--- src/rtl/swan_pkg.sv ---
// Shared definitions for the SWAN serial datapath.
// Contents:
//   side_size / column_size : width derivations from the cipher block size
//   default_pa/pb/pc        : default theta column rotations per block size
//   NUM_COLUMNS             : columns per half-state word
//   swan_state_t            : IDLE / BUSY / DONE sequencing states
package swan_pkg;

    localparam int unsigned NUM_COLUMNS = 4;

    function automatic int unsigned side_size(input int unsigned block_size);
        return block_size / 2;
    endfunction

    function automatic int unsigned column_size(input int unsigned block_size);
        return block_size / 8;
    endfunction

    function automatic int unsigned default_pa(input int unsigned block_size);
        case (block_size)
            128:     return 1;
            256:     return 3;
            default: return 1;
        endcase
    endfunction

    function automatic int unsigned default_pb(input int unsigned block_size);
        case (block_size)
            128:     return 3;
            256:     return 11;
            default: return 2;
        endcase
    endfunction

    function automatic int unsigned default_pc(input int unsigned block_size);
        case (block_size)
            128:     return 13;
            256:     return 27;
            default: return 7;
        endcase
    endfunction

    typedef enum logic [1:0] {
        IDLE = 2'd0,
        BUSY = 2'd1,
        DONE = 2'd2
    } swan_state_t;

endpackage

--- src/rtl/theta_col.sv ---
// Single-column theta step, purely combinational.
// Ports:
//   v   : column of the half-state (MSB-first column, MSB at the left)
//   k   : matching round-key column
//   rot : rotation amount for this column (< COLUMN_SIZE)
//   inv : 0 = forward  y = rotr(v, rot) ^ k
//         1 = inverse  y = rotl(v ^ k, rot)
//   y   : resulting column
module theta_col #(
    parameter int unsigned COLUMN_SIZE = 8,
    parameter int unsigned ROT_W       = 3
) (
    input  logic [COLUMN_SIZE-1:0] v,
    input  logic [COLUMN_SIZE-1:0] k,
    input  logic [ROT_W-1:0]       rot,
    input  logic                   inv,
    output logic [COLUMN_SIZE-1:0] y
);

    logic [COLUMN_SIZE-1:0] vk;
    logic [COLUMN_SIZE-1:0] fwd_y;
    logic [COLUMN_SIZE-1:0] inv_y;

    // A shift by the full column width yields zero, so rot = 0 degenerates
    // cleanly to the identity rotation.
    always_comb begin
        vk    = v ^ k;
        fwd_y = ((v >> rot) | (v << (COLUMN_SIZE - 32'(rot)))) ^ k;
        inv_y = (vk << rot) | (vk >> (COLUMN_SIZE - 32'(rot)));
        y     = inv ? inv_y : fwd_y;
    end

endmodule

--- src/rtl/theta_key_stream.sv ---
// Sequential theta-plus-round-key unit for the SWAN serial datapath.
// A half-state word and round key are latched on accept, then LANES columns
// per cycle are rotated and key-mixed into the y register. The result is
// presented with a valid/ready handshake and held until consumed.
// Ports:
//   clk, rst_n          : clock (rising edge), asynchronous active-low reset
//   in_valid / in_ready : input handshake for x, rk, inv
//   x, rk               : half-state and round key, column 0 in the MSBs
//   inv                 : 0 = forward (encrypt), 1 = inverse (decrypt)
//   out_valid/out_ready : output handshake for y
//   y                   : result, defined while out_valid is high
module theta_key_stream
    import swan_pkg::*;
#(
    parameter int unsigned BLOCK_SIZE = 64,
    parameter int unsigned PA         = default_pa(BLOCK_SIZE),
    parameter int unsigned PB         = default_pb(BLOCK_SIZE),
    parameter int unsigned PC         = default_pc(BLOCK_SIZE),
    parameter int unsigned LANES      = 1,
    localparam int unsigned SIDE_SIZE   = side_size(BLOCK_SIZE),
    localparam int unsigned COLUMN_SIZE = column_size(BLOCK_SIZE)
) (
    input  logic                 clk,
    input  logic                 rst_n,
    input  logic                 in_valid,
    output logic                 in_ready,
    input  logic [SIDE_SIZE-1:0] x,
    input  logic [SIDE_SIZE-1:0] rk,
    input  logic                 inv,
    output logic                 out_valid,
    input  logic                 out_ready,
    output logic [SIDE_SIZE-1:0] y
);

    localparam int unsigned ROT_W     = $clog2(COLUMN_SIZE);
    localparam logic [1:0]  STEP      = 2'(LANES);
    localparam logic [1:0]  LAST_BASE = 2'(NUM_COLUMNS - LANES);

    swan_state_t state, state_next;

    logic [1:0]                   col_cnt;
    logic [SIDE_SIZE-1:0]         x_q;
    logic [SIDE_SIZE-1:0]         rk_q;
    logic                         inv_q;
    logic [SIDE_SIZE-1:0]         y_q;
    logic [SIDE_SIZE-1:0]         y_next;
    logic [LANES*COLUMN_SIZE-1:0] lane_y_flat;
    logic                         accept;
    logic                         last_col;

    function automatic logic [COLUMN_SIZE-1:0] column_of(
        input logic [SIDE_SIZE-1:0] v,
        input logic [1:0]           idx
    );
        return v[SIDE_SIZE-1 - 32'(idx)*COLUMN_SIZE -: COLUMN_SIZE];
    endfunction

    function automatic logic [ROT_W-1:0] rot_of(input logic [1:0] idx);
        case (idx)
            2'd0:    return ROT_W'(PC);
            2'd1:    return ROT_W'(PB);
            2'd2:    return ROT_W'(PA);
            default: return '0;
        endcase
    endfunction

    // Each lane handles column col_cnt + l; the 2-bit sum wraps modulo 4.
    for (genvar l = 0; l < LANES; l++) begin : g_lane
        logic [1:0] idx;
        assign idx = col_cnt + 2'(l);

        theta_col #(
            .COLUMN_SIZE(COLUMN_SIZE),
            .ROT_W      (ROT_W)
        ) u_col (
            .v  (column_of(x_q, idx)),
            .k  (column_of(rk_q, idx)),
            .rot(rot_of(idx)),
            .inv(inv_q),
            .y  (lane_y_flat[l*COLUMN_SIZE +: COLUMN_SIZE])
        );
    end

    // Columns outside the current lane window keep their previous value.
    always_comb begin
        logic [1:0] sel;
        sel    = '0;
        y_next = y_q;
        for (int unsigned l = 0; l < LANES; l++) begin
            sel = col_cnt + 2'(l);
            y_next[SIDE_SIZE-1 - 32'(sel)*COLUMN_SIZE -: COLUMN_SIZE] =
                lane_y_flat[l*COLUMN_SIZE +: COLUMN_SIZE];
        end
    end

    assign last_col = (col_cnt == LAST_BASE);

    always_comb begin
        state_next = state;
        in_ready   = 1'b0;
        out_valid  = 1'b0;
        case (state)
            IDLE: begin
                in_ready = 1'b1;
                if (in_valid) state_next = BUSY;
            end
            BUSY: begin
                if (last_col) state_next = DONE;
            end
            DONE: begin
                out_valid = 1'b1;
                if (out_ready) begin
                    in_ready   = 1'b1;
                    state_next = in_valid ? BUSY : IDLE;
                end
            end
            default: state_next = IDLE;
        endcase
    end

    assign accept = in_valid & in_ready;
    assign y      = y_q;

    always_ff @(posedge clk or negedge rst_n) begin
        if (!rst_n) state <= IDLE;
        else        state <= state_next;
    end

    always_ff @(posedge clk or negedge rst_n) begin
        if (!rst_n) begin
            x_q     <= '0;
            rk_q    <= '0;
            inv_q   <= 1'b0;
            y_q     <= '0;
            col_cnt <= '0;
        end else if (accept) begin
            x_q     <= x;
            rk_q    <= rk;
            inv_q   <= inv;
            col_cnt <= '0;
        end else if (state == BUSY) begin
            y_q     <= y_next;
            col_cnt <= col_cnt + STEP;
        end
    end

endmodule

--- config.mk ---
export PLATFORM = sky130hd
export DESIGN_NAME = theta_key_stream
export DESIGN_NICKNAME = d
export VERILOG_FILES = /design/src/rtl/swan_pkg.sv /design/src/rtl/theta_col.sv /design/src/rtl/theta_key_stream.sv
export SDC_FILE = /design/constraint.sdc
export NUM_CORES = 1
export LEC_CHECK = 0
export ABC_CLOCK_PERIOD_IN_PS = 5000
export CELL_PAD_IN_SITES_DETAIL_PLACEMENT = 1
export CELL_PAD_IN_SITES_GLOBAL_PLACEMENT = 1
export CORE_UTILIZATION = 42
export CTS_CLUSTER_SIZE = 24
export DETAILED_ROUTE_END_ITERATION = 8
export PLACE_DENSITY_LB_ADDON = 0.08
export SYNTH_ARGS = -nofsm -noshare
export SYNTH_HDL_FRONTEND = slang
export SYNTH_HIERARCHICAL = 1
export SYNTH_SLANG_ARGS = --single-unit
--- constraint.sdc ---
create_clock -name clk -period 5 [get_ports clk]
set_input_delay 1.5 -clock clk [delete_from_list [all_inputs] [get_ports clk]]
set_output_delay 1.5 -clock clk [all_outputs]
set_load 0.05 [all_outputs]
**Word level (Yosys, flattened, before mapping)**

Index checks and enable logic that the tools add are counted.

- Add/sub/neg operators: 4
- Divide/modulo/power cells: 0
- Magnitude comparators: 0
- Reduce and logical (&&, ||, !) cells: 5
- Eq/ne operators: 8
- Muxes and demuxes: 13
- Bitwise gates (word level): 6
- Multiply operators: 0
- Shift operators: 8

Operator list:

| cell | count |
|---|---|
| 39-bit by 33-bit indexed part select with 8-bit output | 2 |
| 8-bit by 34-bit variable shift with 39-bit output (first input constant) | 1 |
| 8-bit by 34-bit indexed part select with 39-bit output | 1 |
| 32-bit negator with 34-bit output | 1 |
| 32-bit bitwise mux | 1 |
| 8-bit by 32-bit left shift with 8-bit output | 1 |
| 8-bit by 32-bit right shift with 8-bit output | 1 |
| 8-bit bitwise OR | 2 |
| 8-bit XOR | 2 |
| 2-bit two-way mux | 5 |
| 3-bit case mux with 3 select lines | 1 |
| 8-bit two-way mux | 1 |
| 8-bit by 3-bit left shift with 8-bit output | 1 |
| 8-bit by 3-bit right shift with 8-bit output | 1 |
| 2-bit equality test (second input constant) | 3 |
| 2-bit inequality test (second input constant) | 3 |
| 2-bit case mux with 3 select lines | 1 |
| 5-bit by 5-bit subtractor with 6-bit output (first input constant) | 1 |
| 4-bit by 3-bit subtractor with 5-bit output (first input constant) | 1 |
| 2-bit by 1-bit equality test with 1-bit output (second input constant) | 2 |
| 2-bit logical NOT | 2 |
| 1-bit two-way mux | 3 |
| 3-bit AND reduction | 1 |
| 2-bit by 1-bit adder with 2-bit output (second input constant) | 1 |
| other kinds (5) | 5 |

- Bits in latches: 0
- ROM bits: 0
- Memories kept: 0
- Register bits: 101
- Memory bits (writable): 0

**Longest topological paths before layout**

- Word-level depth: 9
- Gate-level depth with buffers: 20

**Modules after synthesis**

Netlist, hierarchy kept.

Modules (own cells, without submodules):

| module | instances | sequential area each (µm²) | cells each | area an instance (µm²) |
|---|---|---|---|---|
| theta_key_stream | 1 | 2527.4 | 328 | 4369.2 |
| theta_col | 1 | 0.0 | 180 | 1361.3 |

**Least setup slack after synthesis**

Ideal clock, no wire load.

- Kind: input-to-output
- From: input out_ready
- To: output in_ready
- Path buffers: 0
- Arrival: 2.350 ns
- Slack: 1.150 ns
- Cell stages on the path: 2
- Path through: and2b_1 -> nor2_1

- Cells in the longest elaborated chain, start to end: 2

RTL lines:

| element | line | source |
|---|---|---|
| from (decl) | theta_key_stream.sv:31 | `input logic out_ready,` |
| 1-bit two-way mux | theta_key_stream.sv:112 | `if (out_ready) begin` |
| 1-bit case mux with 2 select lines | theta_key_stream.sv:102 | `case (state)` |
| to (decl) | theta_key_stream.sv:26 | `output logic in_ready,` |

Every way passes these cells.

**Final worst setup path**

Same ends and word-level chain as after synthesis.

==> summary.md <==
| Metric | Value |
|---|---|
| Count of pins on the block boundary | 103 |
| Syn nets | 584 |
| Mean routed wirelength per cell | 20.2 um |
| Total number of nets in the final design | 672 |
| Reg2Reg Setup Slack | 1.27 ns |
| Setup repair after global routing missed its margin | false |
| Area of combinational cells with multiple inputs | 2960 um2 |
| Number of enable flip-flop cells after synthesis | 0 |
| Setup Total Neg Slack | 0 ns |
| Max_slew headroom | 0.368 |
| Total setup violations reported at the end of the flow | 0 |
| Post-detailed-route via-to-cell ratio | 5.60 |
| Drt drc | 0 |
| Height of the die | 119 um |
| Highest clock frequency the design can meet | 251 MHz |
| Count of antenna-violating nets left after detailed routing | 0 |
| Core region area | 13300 um2 |
| Number of stages on the worst hold path | 2 |
| Number of sinks handled by clock tree synthesis | 101 |
| Crit Path Class | in2out |
| Post-CTS clock slew at the launch and capture registers of the worst setup and hold paths | 0.07 ns |
| Critical Path Source Type | input port |
| Total congestion overflow after global routing | 0 |
| Endpoint type of the worst setup path | output pin |
| Starting DRT DRC Count | 253 |
| Buffers added on ports | 102 |
| Endpoint arrival time on the critical path | 2.48 ns |
| Area taken by flip-flops and latches | 2530 um2 |
| Number of synthesized register bits | 101 |
| Largest delay share family, worst path | buffers and inverters |
| Sequential element share of the synthesized area | 0.441 |
| Number of cell rows | 42 |
| Global placement routability congestion | 0.893 |
| Minimum clock period after layout | 3.98 ns |
| Worst-path maximum fanout | 2 |
| RR Startpoint | col_cnt[0]$_DFFE_PN0P_ |
| HPWL after detailed placement | 11.3 mm |
| Primary FF master, synth | sky130_fd_sc_hd__dfrtp_1 |
| Cell type of the slowest stage on the worst timing path | sky130_fd_sc_hd__clkdlybuf4s50_1 |
| H-tree depth reported by CTS | 3 |
| Max-slew violation count | 0 |
| Start point of the worst min-delay path | y[21]$_DFFE_PN0P_ |
| Number of instances resized during post-cts repair | 0 |
| Gr usage total | 0.239 |
| Post-CTS Setup Inserts | 0 |
| Maximum number of pins on one net before global-route repair | 74 |
| Hold WS | 0.480 ns |
| Largest stage delay on the critical path | 0.47 ns |
| Max clock buf depth | 2 |
| Initial Utilization | 0.431 |
| Clock tree from TritonCTS | done |
| Worst slew pin tran | 0.949 ns |
| Syn avg cell area | 11.3 um2 |
| CTS root buffer | sky130_fd_sc_hd__clkbuf_16 |
| Initial antenna violation count | 0 |
| Required arrival time at the worst endpoint | 3.50 ns |
| Synth-to-Final Area Change | 25.3% |
| Aggregate routed wire length | 15.7 mm |
| Worst-Skew Late Latency | 0.36 ns |
| Warnings, synthesis | 6 |
| Vias in the first global route | 4610 |
| Proportion of synthesized flip-flops having asynchronous set or reset | 1.00 |
| Global-route wire length before repair | 25.6 mm |
| Capture instance of the worst register-to-register path | y[6]$_DFFE_PN0P_ |
| Count of mapped cells out of synthesis | 508 |
| Distinct cell type count of the synthesized netlist | 57 |
| Max Clock Skew | 0.00744 ns |
| Ordered list of cells on the worst path | clkdlybuf4s50_1 > and2b_1 > nor2_1 > buf_4 |
| # diodes | 0 |
| Overall die width | 119 um |
| Area of the die | 14100 um2 |
| Number of hold buffers added after CTS | 0 |
| Iteration count of the initial detailed-routing pass | 4 |
| Fill count | 1417 |
| Cells on worst reg2reg path | 12 |
| Reported max-cap violation count | 0 |
| Fraction of final layout cells with drive strength greater than 1 | 0.193 |
| Number of buffers created by CTS | 9 |
| WP buf/inv | 2 |
| Final clock period utilization by the worst path | 0.797 |
| Hold/Removal Path Class | reg2reg |
| Final hold vios | 0 |
| Status | complete, no violations |
| Worst hold endpoint | y[21]$_DFFE_PN0P_ |
| Vias after detailed routing | 4349 |
| Netlist area before placement | 5730 um2 |
area by class of cell:
type	count	share of cell area
clock inverters	6	0.0146
well taps	176	0.0307
repair buffers	113	0.153
multi-input cells	362	0.412
inverters	9	0.00470
clock buffers	10	0.0333
flip-flops and latches	101	0.352
stage by stage:
stage | worst slack (ns) | utilization | std cells | instance area [um2]
after detailed placement | 1.01 | 0.514 | 761 | 6840
final | 1.02 | 0.540 | 777 | 7180
after global placement | 1.03 | 0.514 | 761 | 6840
after CTS | 1.01 | 0.540 | 777 | 7180
after global routing | 0.956 | 0.540 | 777 | 7180
after floorplan | 1.15 | - | 508 | 5730
flip-flops by register name, indices dropped and copies added (netlist names):
| signal | cells |
|---|---|
| col_cnt | 2 |
| rk_q | 32 |
| inv_q | 1 |
| x_q | 32 |
| y | 32 |
| state | 2 |
metal layers:
metal  part of all wire  GRT usage  vias up
li1                   -          -     2019
met1               0.43      0.302     2192
met2               0.51      0.408      120
met3              0.051     0.0497       18
met4              0.015     0.0752        0
met5                  0          0        -
cells by family (layout without fill, tap and decap cells):
kind of cell	Yosys count	after routing	synth area share
multiplexers	108	108	0.256
AO/OA/AOI/OAI	93	93	0.107
flip-flops	101	101	0.441
AND/OR/NAND/NOR	136	136	0.109
adder cells (fa/ha/maj)	7	7	0.0153
XOR/XNOR	18	18	0.0275
buffers and inverters	45	138	0.0434
how the worst max path moves through the flow:
stage                   start       end  depth (start not counted)
CTS                 out_ready  in_ready                          4
detailed placement  out_ready  in_ready                          4
global placement    out_ready  in_ready                          4
floorplan           out_ready  in_ready                          2
finish              out_ready  in_ready                          4
global route        out_ready  in_ready                          4
tightest hold or removal path: cells and delay by family (launching register included):
kind | cells | cell delay (ns)
flip-flops | 1 | 0.34
AO/OA/AOI/OAI | 1 | 0.06
AND/OR/NAND/NOR | 1 | 0.05
cells in the mapped netlist (3+ instances only):
cell type                   instances  share of area
sky130_fd_sc_hd__a211oi_1           3         0.0039
sky130_fd_sc_hd__a21oi_1            9         0.0079
sky130_fd_sc_hd__a22oi_1            5         0.0066
sky130_fd_sc_hd__a2bb2oi_1          3         0.0046
sky130_fd_sc_hd__buf_2              9         0.0079
sky130_fd_sc_hd__buf_4              8          0.010
sky130_fd_sc_hd__buf_6              5         0.0098
sky130_fd_sc_hd__clkbuf_1          13         0.0085
sky130_fd_sc_hd__dfrtp_1          101           0.44
sky130_fd_sc_hd__ha_1               7          0.015
sky130_fd_sc_hd__inv_1              7         0.0046
sky130_fd_sc_hd__mux2_1            17          0.033
sky130_fd_sc_hd__mux2_2            56           0.11
sky130_fd_sc_hd__mux2i_1           11          0.019
sky130_fd_sc_hd__mux4_2            22          0.086
sky130_fd_sc_hd__nand2_1           76          0.050
sky130_fd_sc_hd__nand2b_1           6         0.0066
sky130_fd_sc_hd__nand3b_1           4         0.0052
sky130_fd_sc_hd__nor2_1            18          0.012
sky130_fd_sc_hd__nor2b_1            6         0.0066
sky130_fd_sc_hd__nor3_1            10         0.0087
sky130_fd_sc_hd__nor3b_1            3         0.0039
sky130_fd_sc_hd__o21ai_0           41          0.036
sky130_fd_sc_hd__o22ai_1            5         0.0055
sky130_fd_sc_hd__o311ai_0           3         0.0046
sky130_fd_sc_hd__or2_2              3         0.0033
sky130_fd_sc_hd__xnor2_1            6         0.0092
sky130_fd_sc_hd__xor2_1            12          0.018
cells in the final DEF (no fill, tap or decap), drive strengths merged, types with 11 or more instances in the layout:
cell,n
dfrtp,101
clkdlybuf4s50,100
nand2,76
mux2,74
o21ai,42
mux4,23
nor2,18
buf,13
xor2,12
mux2i,11
Power is not shown: default switching activity piles up to over one toggle a cycle in this logic, so the estimate is an artifact.
